--- config.mk ---
export PLATFORM = sky130hd
export DESIGN_NAME = uart_axi_lite_master
export DESIGN_NICKNAME = d
export VERILOG_FILES = /design/src/rtl/uart_axi_lite_master.sv
export SDC_FILE = /design/constraint.sdc
export NUM_CORES = 1
export LEC_CHECK = 0
export ABC_CLOCK_PERIOD_IN_PS = 3200
export BUFFER_PORTS_ARGS = -buffer_cell sky130_fd_sc_hd__buf_2
export CORE_ASPECT_RATIO = 1.1
export CORE_UTILIZATION = 45
export CTS_CLUSTER_SIZE = 40
export DETAILED_ROUTE_END_ITERATION = 7
export PLACE_DENSITY = 0.72
export SLEW_MARGIN = 40
export SYNTH_ARGS = -nofsm -noshare
export SYNTH_HDL_FRONTEND = slang
export SYNTH_SLANG_ARGS = --single-unit
--- constraint.sdc ---
create_clock -name m_axi_aclk -period 3.2 [get_ports m_axi_aclk]
set_clock_uncertainty 0.1 [all_clocks]
set_input_delay 0 -clock m_axi_aclk [delete_from_list [all_inputs] [get_ports m_axi_aclk]]
set_output_delay 0 -clock m_axi_aclk [all_outputs]
set_load 0.005 [all_outputs]
--- src/rtl/uart_axi_lite_master.sv ---
// UART-to-AXI4-Lite bridge: parses command frames from the UART rx byte stream,
// issues one AXI4-Lite read or write, and returns status (+ read data) on the tx stream.
//
// state   | meaning
// S_IDLE  | waiting for a command byte (0xA5 write, 0x5A read)
// S_ADDR  | shifting in address bytes, MSB first
// S_WDATA | shifting in 4 write data bytes, MSB first
// S_WR    | AW and W channels outstanding
// S_WB    | waiting for write response
// S_RA    | AR channel outstanding
// S_RD    | waiting for read data
// S_TX    | sending status byte and read data bytes
module uart_axi_lite_master #(
  parameter int P_M_AXI_DATA_WIDTH = 32,
  parameter int P_M_AXI_ADDR_WIDTH = 16,
  parameter int P_UART_DATA_WIDTH  = 8,
  parameter int P_RX_TIMEOUT       = 1_000_000
) (
  input  logic                          m_axi_aclk,
  input  logic                          m_axi_aresetn,
  output logic [P_M_AXI_ADDR_WIDTH-1:0] m_axi_awaddr,
  output logic [2:0]                    m_axi_awprot,
  output logic                          m_axi_awvalid,
  input  logic                          m_axi_awready,
  output logic [P_M_AXI_DATA_WIDTH-1:0] m_axi_wdata,
  output logic [3:0]                    m_axi_wstrb,
  output logic                          m_axi_wvalid,
  input  logic                          m_axi_wready,
  input  logic [1:0]                    m_axi_bresp,
  input  logic                          m_axi_bvalid,
  output logic                          m_axi_bready,
  output logic [P_M_AXI_ADDR_WIDTH-1:0] m_axi_araddr,
  output logic [2:0]                    m_axi_arprot,
  output logic                          m_axi_arvalid,
  input  logic                          m_axi_arready,
  input  logic [P_M_AXI_DATA_WIDTH-1:0] m_axi_rdata,
  input  logic [1:0]                    m_axi_rresp,
  input  logic                          m_axi_rvalid,
  output logic                          m_axi_rready,
  input  logic                          i_user_rx_valid,
  input  logic [P_UART_DATA_WIDTH-1:0]  i_user_rx_data,
  output logic                          o_user_tx_valid,
  output logic [P_UART_DATA_WIDTH-1:0]  o_user_tx_data,
  input  logic                          i_user_tx_ready
);

  localparam int NA = P_M_AXI_ADDR_WIDTH / 8;
  localparam int TW = $clog2(P_RX_TIMEOUT + 1);
  localparam logic [TW-1:0] TO_LOAD = TW'(P_RX_TIMEOUT);
  localparam logic [TW-1:0] TO_LAST = TW'(1);
  localparam logic [P_UART_DATA_WIDTH-1:0] CMD_WR = 8'hA5;
  localparam logic [P_UART_DATA_WIDTH-1:0] CMD_RD = 8'h5A;

  typedef enum logic [2:0] {
    S_IDLE, S_ADDR, S_WDATA, S_WR, S_WB, S_RA, S_RD, S_TX
  } state_t;

  state_t                          state;
  logic                            is_read;
  logic [3:0]                      byte_cnt;
  logic [TW-1:0]                   to_cnt;
  logic [P_M_AXI_ADDR_WIDTH-1:0]   addr_q;
  logic [P_M_AXI_DATA_WIDTH-1:0]   rdata_q;
  logic [2:0]                      tx_left;

  assign m_axi_awaddr = addr_q;
  assign m_axi_araddr = addr_q;
  assign m_axi_awprot = 3'b000;
  assign m_axi_arprot = 3'b000;
  assign m_axi_wstrb  = 4'hF;

  always_ff @(posedge m_axi_aclk or negedge m_axi_aresetn) begin
    if (!m_axi_aresetn) begin
      state           <= S_IDLE;
      is_read         <= 1'b0;
      byte_cnt        <= '0;
      to_cnt          <= '0;
      addr_q          <= '0;
      m_axi_wdata     <= '0;
      rdata_q         <= '0;
      tx_left         <= '0;
      m_axi_awvalid   <= 1'b0;
      m_axi_wvalid    <= 1'b0;
      m_axi_bready    <= 1'b0;
      m_axi_arvalid   <= 1'b0;
      m_axi_rready    <= 1'b0;
      o_user_tx_valid <= 1'b0;
      o_user_tx_data  <= '0;
    end else begin
      case (state)
        S_IDLE: begin
          if (i_user_rx_valid && (i_user_rx_data == CMD_WR || i_user_rx_data == CMD_RD)) begin
            is_read  <= (i_user_rx_data == CMD_RD);
            byte_cnt <= '0;
            to_cnt   <= TO_LOAD;
            state    <= S_ADDR;
          end
        end
        S_ADDR: begin
          if (i_user_rx_valid) begin
            addr_q <= P_M_AXI_ADDR_WIDTH'({addr_q, i_user_rx_data});
            to_cnt <= TO_LOAD;
            if (byte_cnt == 4'(NA - 1)) begin
              byte_cnt <= '0;
              if (is_read) begin
                m_axi_arvalid <= 1'b1;
                state         <= S_RA;
              end else begin
                state <= S_WDATA;
              end
            end else begin
              byte_cnt <= byte_cnt + 4'd1;
            end
          end else if (to_cnt == TO_LAST) begin
            to_cnt   <= '0;
            byte_cnt <= '0;
            state    <= S_IDLE;
          end else begin
            to_cnt <= to_cnt - TO_LAST;
          end
        end
        S_WDATA: begin
          if (i_user_rx_valid) begin
            m_axi_wdata <= {m_axi_wdata[P_M_AXI_DATA_WIDTH-9:0], i_user_rx_data};
            to_cnt      <= TO_LOAD;
            if (byte_cnt == 4'd3) begin
              byte_cnt      <= '0;
              m_axi_awvalid <= 1'b1;
              m_axi_wvalid  <= 1'b1;
              state         <= S_WR;
            end else begin
              byte_cnt <= byte_cnt + 4'd1;
            end
          end else if (to_cnt == TO_LAST) begin
            to_cnt   <= '0;
            byte_cnt <= '0;
            state    <= S_IDLE;
          end else begin
            to_cnt <= to_cnt - TO_LAST;
          end
        end
        S_WR: begin
          if (m_axi_awready) m_axi_awvalid <= 1'b0;
          if (m_axi_wready)  m_axi_wvalid  <= 1'b0;
          // Each channel is done if it already handshook or handshakes now.
          if ((!m_axi_awvalid || m_axi_awready) && (!m_axi_wvalid || m_axi_wready)) begin
            m_axi_bready <= 1'b1;
            state        <= S_WB;
          end
        end
        S_WB: begin
          if (m_axi_bvalid) begin
            m_axi_bready    <= 1'b0;
            o_user_tx_valid <= 1'b1;
            o_user_tx_data  <= {{(P_UART_DATA_WIDTH-2){1'b0}}, m_axi_bresp};
            tx_left         <= 3'd0;
            state           <= S_TX;
          end
        end
        S_RA: begin
          if (m_axi_arready) begin
            m_axi_arvalid <= 1'b0;
            m_axi_rready  <= 1'b1;
            state         <= S_RD;
          end
        end
        S_RD: begin
          if (m_axi_rvalid) begin
            m_axi_rready    <= 1'b0;
            rdata_q         <= m_axi_rdata;
            o_user_tx_valid <= 1'b1;
            o_user_tx_data  <= {{(P_UART_DATA_WIDTH-2){1'b0}}, m_axi_rresp};
            tx_left         <= 3'd4;
            state           <= S_TX;
          end
        end
        S_TX: begin
          if (i_user_tx_ready) begin
            if (tx_left == 3'd0) begin
              o_user_tx_valid <= 1'b0;
              state           <= S_IDLE;
            end else begin
              o_user_tx_data <= rdata_q[P_M_AXI_DATA_WIDTH-1 -: 8];
              rdata_q        <= {rdata_q[P_M_AXI_DATA_WIDTH-9:0], 8'h00};
              tx_left        <= tx_left - 3'd1;
            end
          end
        end
        default: state <= S_IDLE;
      endcase
    end
  end

endmodule

==> impl_metrics.env, run 1 <==
export IMPL_outcome="finished, violations left"
export IMPL_failed_checks="DRC"
export IMPL_async_reset_ff_share_pct=100.0
export IMPL_gr_total_overflow=0
export IMPL_startpoint="state[2]"
export IMPL_power_density_mw_per_mm2=920.8
export IMPL_final_layout_size_suffix_gt1_share_pct=31.92
export IMPL_rsz0062_at_grt="no"
export IMPL_drv_cap=0
export IMPL_routed_via_count=4796
export IMPL_data_required_time_at_the_worst_endpoint_ps=3440
export IMPL_post_route_cell_area_mm2=0.007731
export IMPL_grt_max_degree=71
export IMPL_syn_inst=557
export IMPL_power_leakage_uw=0.003654
export IMPL_clock_sink_count=125
export IMPL_clock_latency_ps=420
export IMPL_hpwlAfterDp_um=9454
export IMPL_cts_reportedPaths_clkPinSlew_ps=50
export IMPL_cts_root_buffer="clkbuf_16"
export IMPL_critical_path_arrival_ps=2680
export IMPL_fmax_mhz=410.6
export IMPL_yosys_cell_types_count=55
export IMPL_fin_util_pct=60.38
export IMPL_tritoncts="built"
export IMPL_first_global_vias=4683
export IMPL_synth_seq_area_share_pct=51.93
export IMPL_flow_area_growth_from_synthesis_pct=28.35
export IMPL_period_share_pct=76.11
export IMPL_post_cts_resized=0
export IMPL_placement_cell_area_mm2=0.006649
export IMPL_core_area_mm2=0.01280
export IMPL_largest_area_contributor_in_the_netlist="dfrtp_1"
export IMPL_remaining_drc_errors=3
export IMPL_drt_pre_antenna_iters=8
export IMPL_post_synth_top_area_fraction_pct=51.93
export IMPL_synth_edf_count=0
export IMPL_die_area_mm2=0.01385
export IMPL_wire_per_inst_um=16.11
export IMPL_finalNetCount=778
export IMPL_synth_warn=0
export IMPL_initial_standard_cell_utilization_of_the_core_pct=47.04
export IMPL_reg_to_reg_startpoint="state[2]"
export IMPL_number_of_i_o_port_buffers=130
export IMPL_die_y_um=123.3
export IMPL_cts_made_buffers=17
export IMPL_grt_pass1_wl_um=22800
export IMPL_power_ir_vdd_worst_uv=493.2
export IMPL_max_clock_path_buffers=2
export IMPL_path_max_fanout=19
export IMPL_ys_ff_latch=125
export IMPL_worst_hold_slack_ps=45.56
export IMPL_io_pin_count=141
export IMPL_critPathLaunchType="register"
export IMPL_end_kind="register"
export IMPL_syn_area_per_cell_um2=10.81
export IMPL_route_final_wire_length_um=14290
export IMPL_via_per_inst=5.407
export IMPL_min_delay_path_class="in2reg"
export IMPL_final_max_slew_viol_count=0
export IMPL_path_class="reg2reg"
export IMPL_antenna_cells_inserted=0
export IMPL_floorplan_die_width_um=112.3
export IMPL_yosys_top_cells_area="dfrtp_1 (52%), mux2_2 (9.0%), mux2i_1 (4.3%)"
export IMPL_initial_antenna_violation_count=2
export IMPL_max_slew_worst_pin_slew_ps=687.7
export IMPL_fin_crit_ps=2435
export IMPL_setup_tns_final_ps=0
export IMPL_dominantRegCellSynth="dfrtp_1"
export IMPL_setup_viol=0
export IMPL_synth_area_mm2=0.006023
export IMPL_place_gp_congestion=0.8476
export IMPL_num_rows=43
export IMPL_worst_hold_startpoint="i_user_tx_ready"
export IMPL_drtAntennaViolNets=0
export IMPL_cts_h_tree_depth=4
export IMPL_first_iter_violations=269
export IMPL_finalHoldViolCount=0
export IMPL_groute_usage_overall_pct=21.53
export IMPL_relSlewSlack_pct=53.85
-- worst max-delay path: stages, from the launching register on --
cell and delay, ps:
dfrtp_1 770, inv_1 210, and3_4 310, a22o_4 300, a311oi_4 340, a31oi_1 150
a31oi_1 170
-- timing repair --
action / CTS / global route
buffers inserted: 0 / 0
hold buffers: 51 / 1
endpoints found under the hold margin: 111 / 10
-- metrics by stage --
stage / setup WS (ps) / cells / power [µW]
after floorplan: 1186 / 565 / 4483
after global placement: 845.4 / 804 / 5161
after detailed placement: 799.0 / 804 / 5291
after CTS: 788.4 / 885 / 7144
after global routing: 525.6 / 887 / 7608
final: 764.6 / 887 / 7119
-- synthesized netlist by cell type, drive strengths merged, types with 6 or more instances --
master / count
nand2b: 6
dfrtp: 125
nor3: 9
nor4: 9
mux2i: 26
nand3: 8
a22o: 16
inv: 13
a31oi: 10
nor2: 34
a21oi: 27
buf: 42
clkbuf: 12
o21ai: 53
mux2: 48
nand2: 59
a21o: 6
ha: 6
-- worst paths after layout --
check,slack (ps),cells after the start,to
min in group asynchronous,420,3,o_user_tx_valid
worst max-delay path,760,6,state[2]
max in group asynchronous,1960,4,m_axi_wdata[16]
worst min-delay path,50,4,state[2]
worst min register to register,380,2,rdata_q[9]
worst max register to register,760,6,state[2]
-- power by group --
| group | total, µW | internal, µW | switching (µW) | leakage, µW |
|---|---|---|---|---|
| sequential | 2780 | 2220 | 567 | 0.00157 |
| clock | 1760 | 1110 | 650 | 0.000271 |
| combinational | 2580 | 1250 | 1320 | 0.00182 |
-- final cells by class --
cell class	count	area (µm²)
fill	997	5074
sequential	125	3128
multi-input combinational	373	2565
timing repair buffer	189	1251
clock buffer	22	474.2
tap	157	196.4
clock inverter	8	67.56
inverter	13	48.80
-- cells by family (layout without fill, tap and decap cells) --
family / count (synthesis) / in the layout / synth area share, %
AOI/OAI and AO/OA: 134 / 134 / 14.38
xor gates and xnor gates: 2 / 2 / 0.2909
adders and majority gates: 6 / 6 / 1.246
buffers and inverters: 67 / 232 / 6.315
DFF: 125 / 125 / 51.93
muxes: 74 / 74 / 13.29
other: 2 / 10 / 0.1247
and+or+nand+nor: 147 / 147 / 12.42
-- registers in the layout, summed over array words and instances (netlist names) --
| name | flops |
|---|---|
| m_axi_araddr | 16 |
| o_user_tx_data | 8 |
| m_axi_awvalid | 1 |
| m_axi_rready | 1 |
| tx_left | 3 |
| m_axi_arvalid | 1 |
| is_read | 1 |
| rdata_q | 32 |
| m_axi_wdata | 32 |
| o_user_tx_valid | 1 |
| byte_cnt | 4 |
| m_axi_wvalid | 1 |
| to_cnt | 20 |
| m_axi_bready | 1 |
| state | 3 |
-- layer usage --
| metal | share of wire (%) | vias to the layer above | GRT usage [%] | wire length [µm] |
|---|---|---|---|---|
| met3 | 5.7 | 18 | 7.990 | 821 |
| met5 | 0.13 | - | 0 | 18 |
| li1 | - | 2276 | - | - |
| met2 | 52 | 134 | 36.49 | 7448 |
| met1 | 41 | 2364 | 25.38 | 5794 |
| met4 | 1.5 | 4 | 7.333 | 208 |
-- cell usage in the layout, fill, tap and decap left out, types with 4 or more instances in the layout --
master         count
nand2b_1           6
dfrtp_1          125
ha_1               6
clkinv_2           6
buf_2            129
buf_4              6
dlygate4sd3_1     52
conb_1            10
nor4_1             6
inv_1             13
a22o_1            15
nor2b_1            4
o21ai_1            7
a31oi_1            9
mux2_2            48
a21o_1             6
clkbuf_16         17
nand2_1           59
nand3_1            7
o21ai_0           46
a21oi_1           26
nor4bb_1           4
nor3_1             7
mux2i_1           26
nor2_1            33
No activity file was read; power rests on OpenSTA's default activity.
==> inputs of run 2 (changes only) <==
--- a/config.mk
+++ b/config.mk
@@ -5,13 +5,13 @@
 export SDC_FILE = /design/constraint.sdc
 export NUM_CORES = 1
 export LEC_CHECK = 0
-export ABC_CLOCK_PERIOD_IN_PS = 3200
+export ABC_CLOCK_PERIOD_IN_PS = 2200
 export BUFFER_PORTS_ARGS = -buffer_cell sky130_fd_sc_hd__buf_2
 export CORE_ASPECT_RATIO = 1.1
 export CORE_UTILIZATION = 45
 export CTS_CLUSTER_SIZE = 40
 export DETAILED_ROUTE_END_ITERATION = 7
-export PLACE_DENSITY = 0.72
+export PLACE_DENSITY = 0.74
 export SLEW_MARGIN = 40
 export SYNTH_ARGS = -nofsm -noshare
 export SYNTH_HDL_FRONTEND = slang
==> constraint.sdc (replaced) <==
create_clock -name m_axi_aclk -period 2.2 [get_ports m_axi_aclk]
set_clock_uncertainty 0.1 [all_clocks]
set_input_delay 0 -clock m_axi_aclk [delete_from_list [all_inputs] [get_ports m_axi_aclk]]
set_output_delay 0 -clock m_axi_aclk [all_outputs]
set_load 0.005 [all_outputs]
==> run 2 against run 1 <==
The run still ends with DRC left. Routed wire length up 11%. Die area unchanged. Sequential share of layout area down 1.5 points. Power up 56%. Critical path depth unchanged. Core utilization up 2.3 points. Combinational power up 62%. Critical path type unchanged. Largest power group is now combinational cells.
==> impl_metrics.env, run 2 (synthesis gave the netlist of run 1 again) <==
export IMPL_fin_crit_ps=2068
export IMPL_power_leakage_uw=0.003791
export IMPL_timing_hold_worst_path_depth=4
export IMPL_power_density_mw_per_mm2=1384
export IMPL_timing_critical_path_mode_cell="a21oi_1"
export IMPL_tritoncts="built"
export IMPL_clock_sink_count=125
export IMPL_path_max_fanout=7
export IMPL_setup_slack_of_the_critical_path_after_layout_ps=131.7
export IMPL_critical_path_arrival_ps=2260
export IMPL_number_of_i_o_port_buffers=130
export IMPL_die_area_mm2=0.01385
export IMPL_critPathLaunchType="register"
export IMPL_num_rows=43
export IMPL_place_gp_congestion=0.8568
export IMPL_drt_pre_antenna_iters=6
export IMPL_failed_checks="DRC"
export IMPL_groute_usage_overall_pct=23.51
export IMPL_floorplan_die_width_um=112.3
export IMPL_end_kind="register"
export IMPL_core_area_mm2=0.01280
export IMPL_remaining_drc_errors=10
export IMPL_gr_total_overflow=0
export IMPL_cts_made_buffers=17
export IMPL_path_class="reg2reg"
export IMPL_timing_critical_path_cells="nor4_2 > nand3_1 > nor4_1 > nand2_1 > a21oi_1 > a21oi_1"
export IMPL_final_max_slew_viol_count=0
export IMPL_grt_pass1_wl_um=24870
export IMPL_period_share_pct=94.01
export IMPL_initial_antenna_violation_count=0
export IMPL_final_instance_count_excl_fill=909
export IMPL_grt_max_degree=59
export IMPL_first_iter_violations=251
export IMPL_met3RoutedLength_um=807
export IMPL_placement_cell_area_mm2=0.006832
export IMPL_cts_h_tree_depth=4
export IMPL_fmax_mhz=483.5
export IMPL_hpwlAfterDp_um=10040
export IMPL_layout_filler_cells=1004
export IMPL_die_y_um=123.3
export IMPL_total_power_uw=11110
export IMPL_critical_path_top_delay_family="simple AND/OR/NAND/NOR gates"
export IMPL_cts_reportedPaths_clkPinSlew_ps=50
export IMPL_drv_cap=0
export IMPL_flow_area_growth_from_synthesis_pct=33.22
export IMPL_post_route_cell_area_mm2=0.008024
export IMPL_setup_viol=0
export IMPL_timing_critical_path_slowest_stage_cell="nor4_2"
export IMPL_routed_via_count=4957
export IMPL_relSlewSlack_pct=54.31
export IMPL_initial_standard_cell_utilization_of_the_core_pct=47.04
export IMPL_detailedPlace_worstSlack_ps=-99.36
export IMPL_max_clock_path_buffers=2
export IMPL_final_layout_size_suffix_gt1_share_pct=34.75
export IMPL_wl_met1_um=6328
export IMPL_layout_common_cells="buf_2 (129), dfrtp_1 (124), nand2_1 (59)"
export IMPL_io_pin_count=141
export IMPL_wl_met2_um=8326
export IMPL_largest_registers="m_axi_wdata (32), rdata_q (32), to_cnt (20)"
export IMPL_drtAntennaViolNets=0
export IMPL_path_depth=6
export IMPL_max_slew_worst_pin_slew_ps=685.4
export IMPL_mostFrequentLayoutCell="buf_2"
export IMPL_clock_latency_ps=410
export IMPL_finalNetCount=797
export IMPL_wire_per_inst_um=17.39
export IMPL_min_delay_path_class="in2reg"
export IMPL_route_final_wire_length_um=15810
export IMPL_data_required_time_at_the_worst_endpoint_ps=2390
export IMPL_finalHoldViolCount=0
export IMPL_first_global_vias=4952
export IMPL_critPathBufInv=0
export IMPL_numPlacedInstances=825
export IMPL_routed_top_layer="met4"
export IMPL_worst_path_largest_cell_delay_ps=480
export IMPL_r2r_cells=6
export IMPL_outcome="finished, violations left"
export IMPL_setup_tns_final_ps=0
export IMPL_power_ir_vdd_worst_uv=731.0
export IMPL_cts_root_buffer="clkbuf_16"
export IMPL_via_per_inst=5.453
==> run 2: cell types whose count changed in the layout (fill, tap and decap cells not counted), moves of 2 or more <==
cell,previous run,this run
bufinv_16,1,3
buf_4,6,24
clkinv_2,6,0
clkbuf_1,2,5
clkbuf_8,3,6
nor2_1,33,31
==> run 2: layout make-up <==
| type | count | area, µm² | area share [%] |
|---|---|---|---|
| clock inverter | 4 | 98.84 | 1.232 |
| multi-input combinational | 373 | 2614 | 32.57 |
| sequential | 125 | 3129 | 39.00 |
| timing repair buffer | 208 | 1408 | 17.54 |
| tap | 157 | 196.4 | 2.448 |
| inverter | 13 | 48.80 | 0.6081 |
| clock buffer | 28 | 526.8 | 6.565 |
| antenna | 1 | 2.502 | 0.03119 |
==> run 2: routing by layer <==
metal	vias to the layer above	track usage [%]
met3	39	6.667
met5	-	0
met1	2449	26.65
met4	0	10.67
met2	151	41.50
li1	2318	-
==> run 2: power breakdown <==
group	leakage [µW]	internal, µW	switching (µW)	total, µW
logic	0.00192	2050	2120	4170
clock network	0.000305	1970	957	2920
registers	0.00157	3230	789	4010
total	0.00379	7250	3860	11100
==> run 2: worst reg2reg max path, cell delays in order, from the launching register on <==
cell	delay [ps]
dfrtp_1	470
nor4_2	480
nand3_1	210
nor4_1	390
nand2_1	100
a21oi_1	150
a21oi_1	50
==> run 2: worst paths after layout <==
| check | from | end | slack (ps) |
|---|---|---|---|
| max in group asynchronous | m_axi_aresetn | o_user_tx_data[1] | 1140 |
| setup reg to reg | to_cnt[2] | to_cnt[17] | 130 |
| hold reg to reg | rdata_q[31] | rdata_q[31] | 380 |
| hold / removal | i_user_tx_ready | state[2] | 50 |
| setup / recovery | to_cnt[2] | to_cnt[17] | 130 |
| min in group asynchronous | m_axi_aresetn | m_axi_araddr[4] | 110 |
==> run 2: per-stage QoR <==
step                      utilization [%]  hold WS (ps)
after detailed placement            53.35        -23.23
after global routing                62.64         57.46
after CTS                           62.27         36.28
final                               62.66         50.95
after global placement              53.35        -31.14
after floorplan                         -        -395.6
==> run 2: timing repair <==
action                                  CTS  global route
resized for setup                         2            11
hold endpoints to repair                107             0
hold buffers                             51             0
buffers inserted                          0             0
endpoints found under the setup margin    6            37
pin swaps                                 0             0
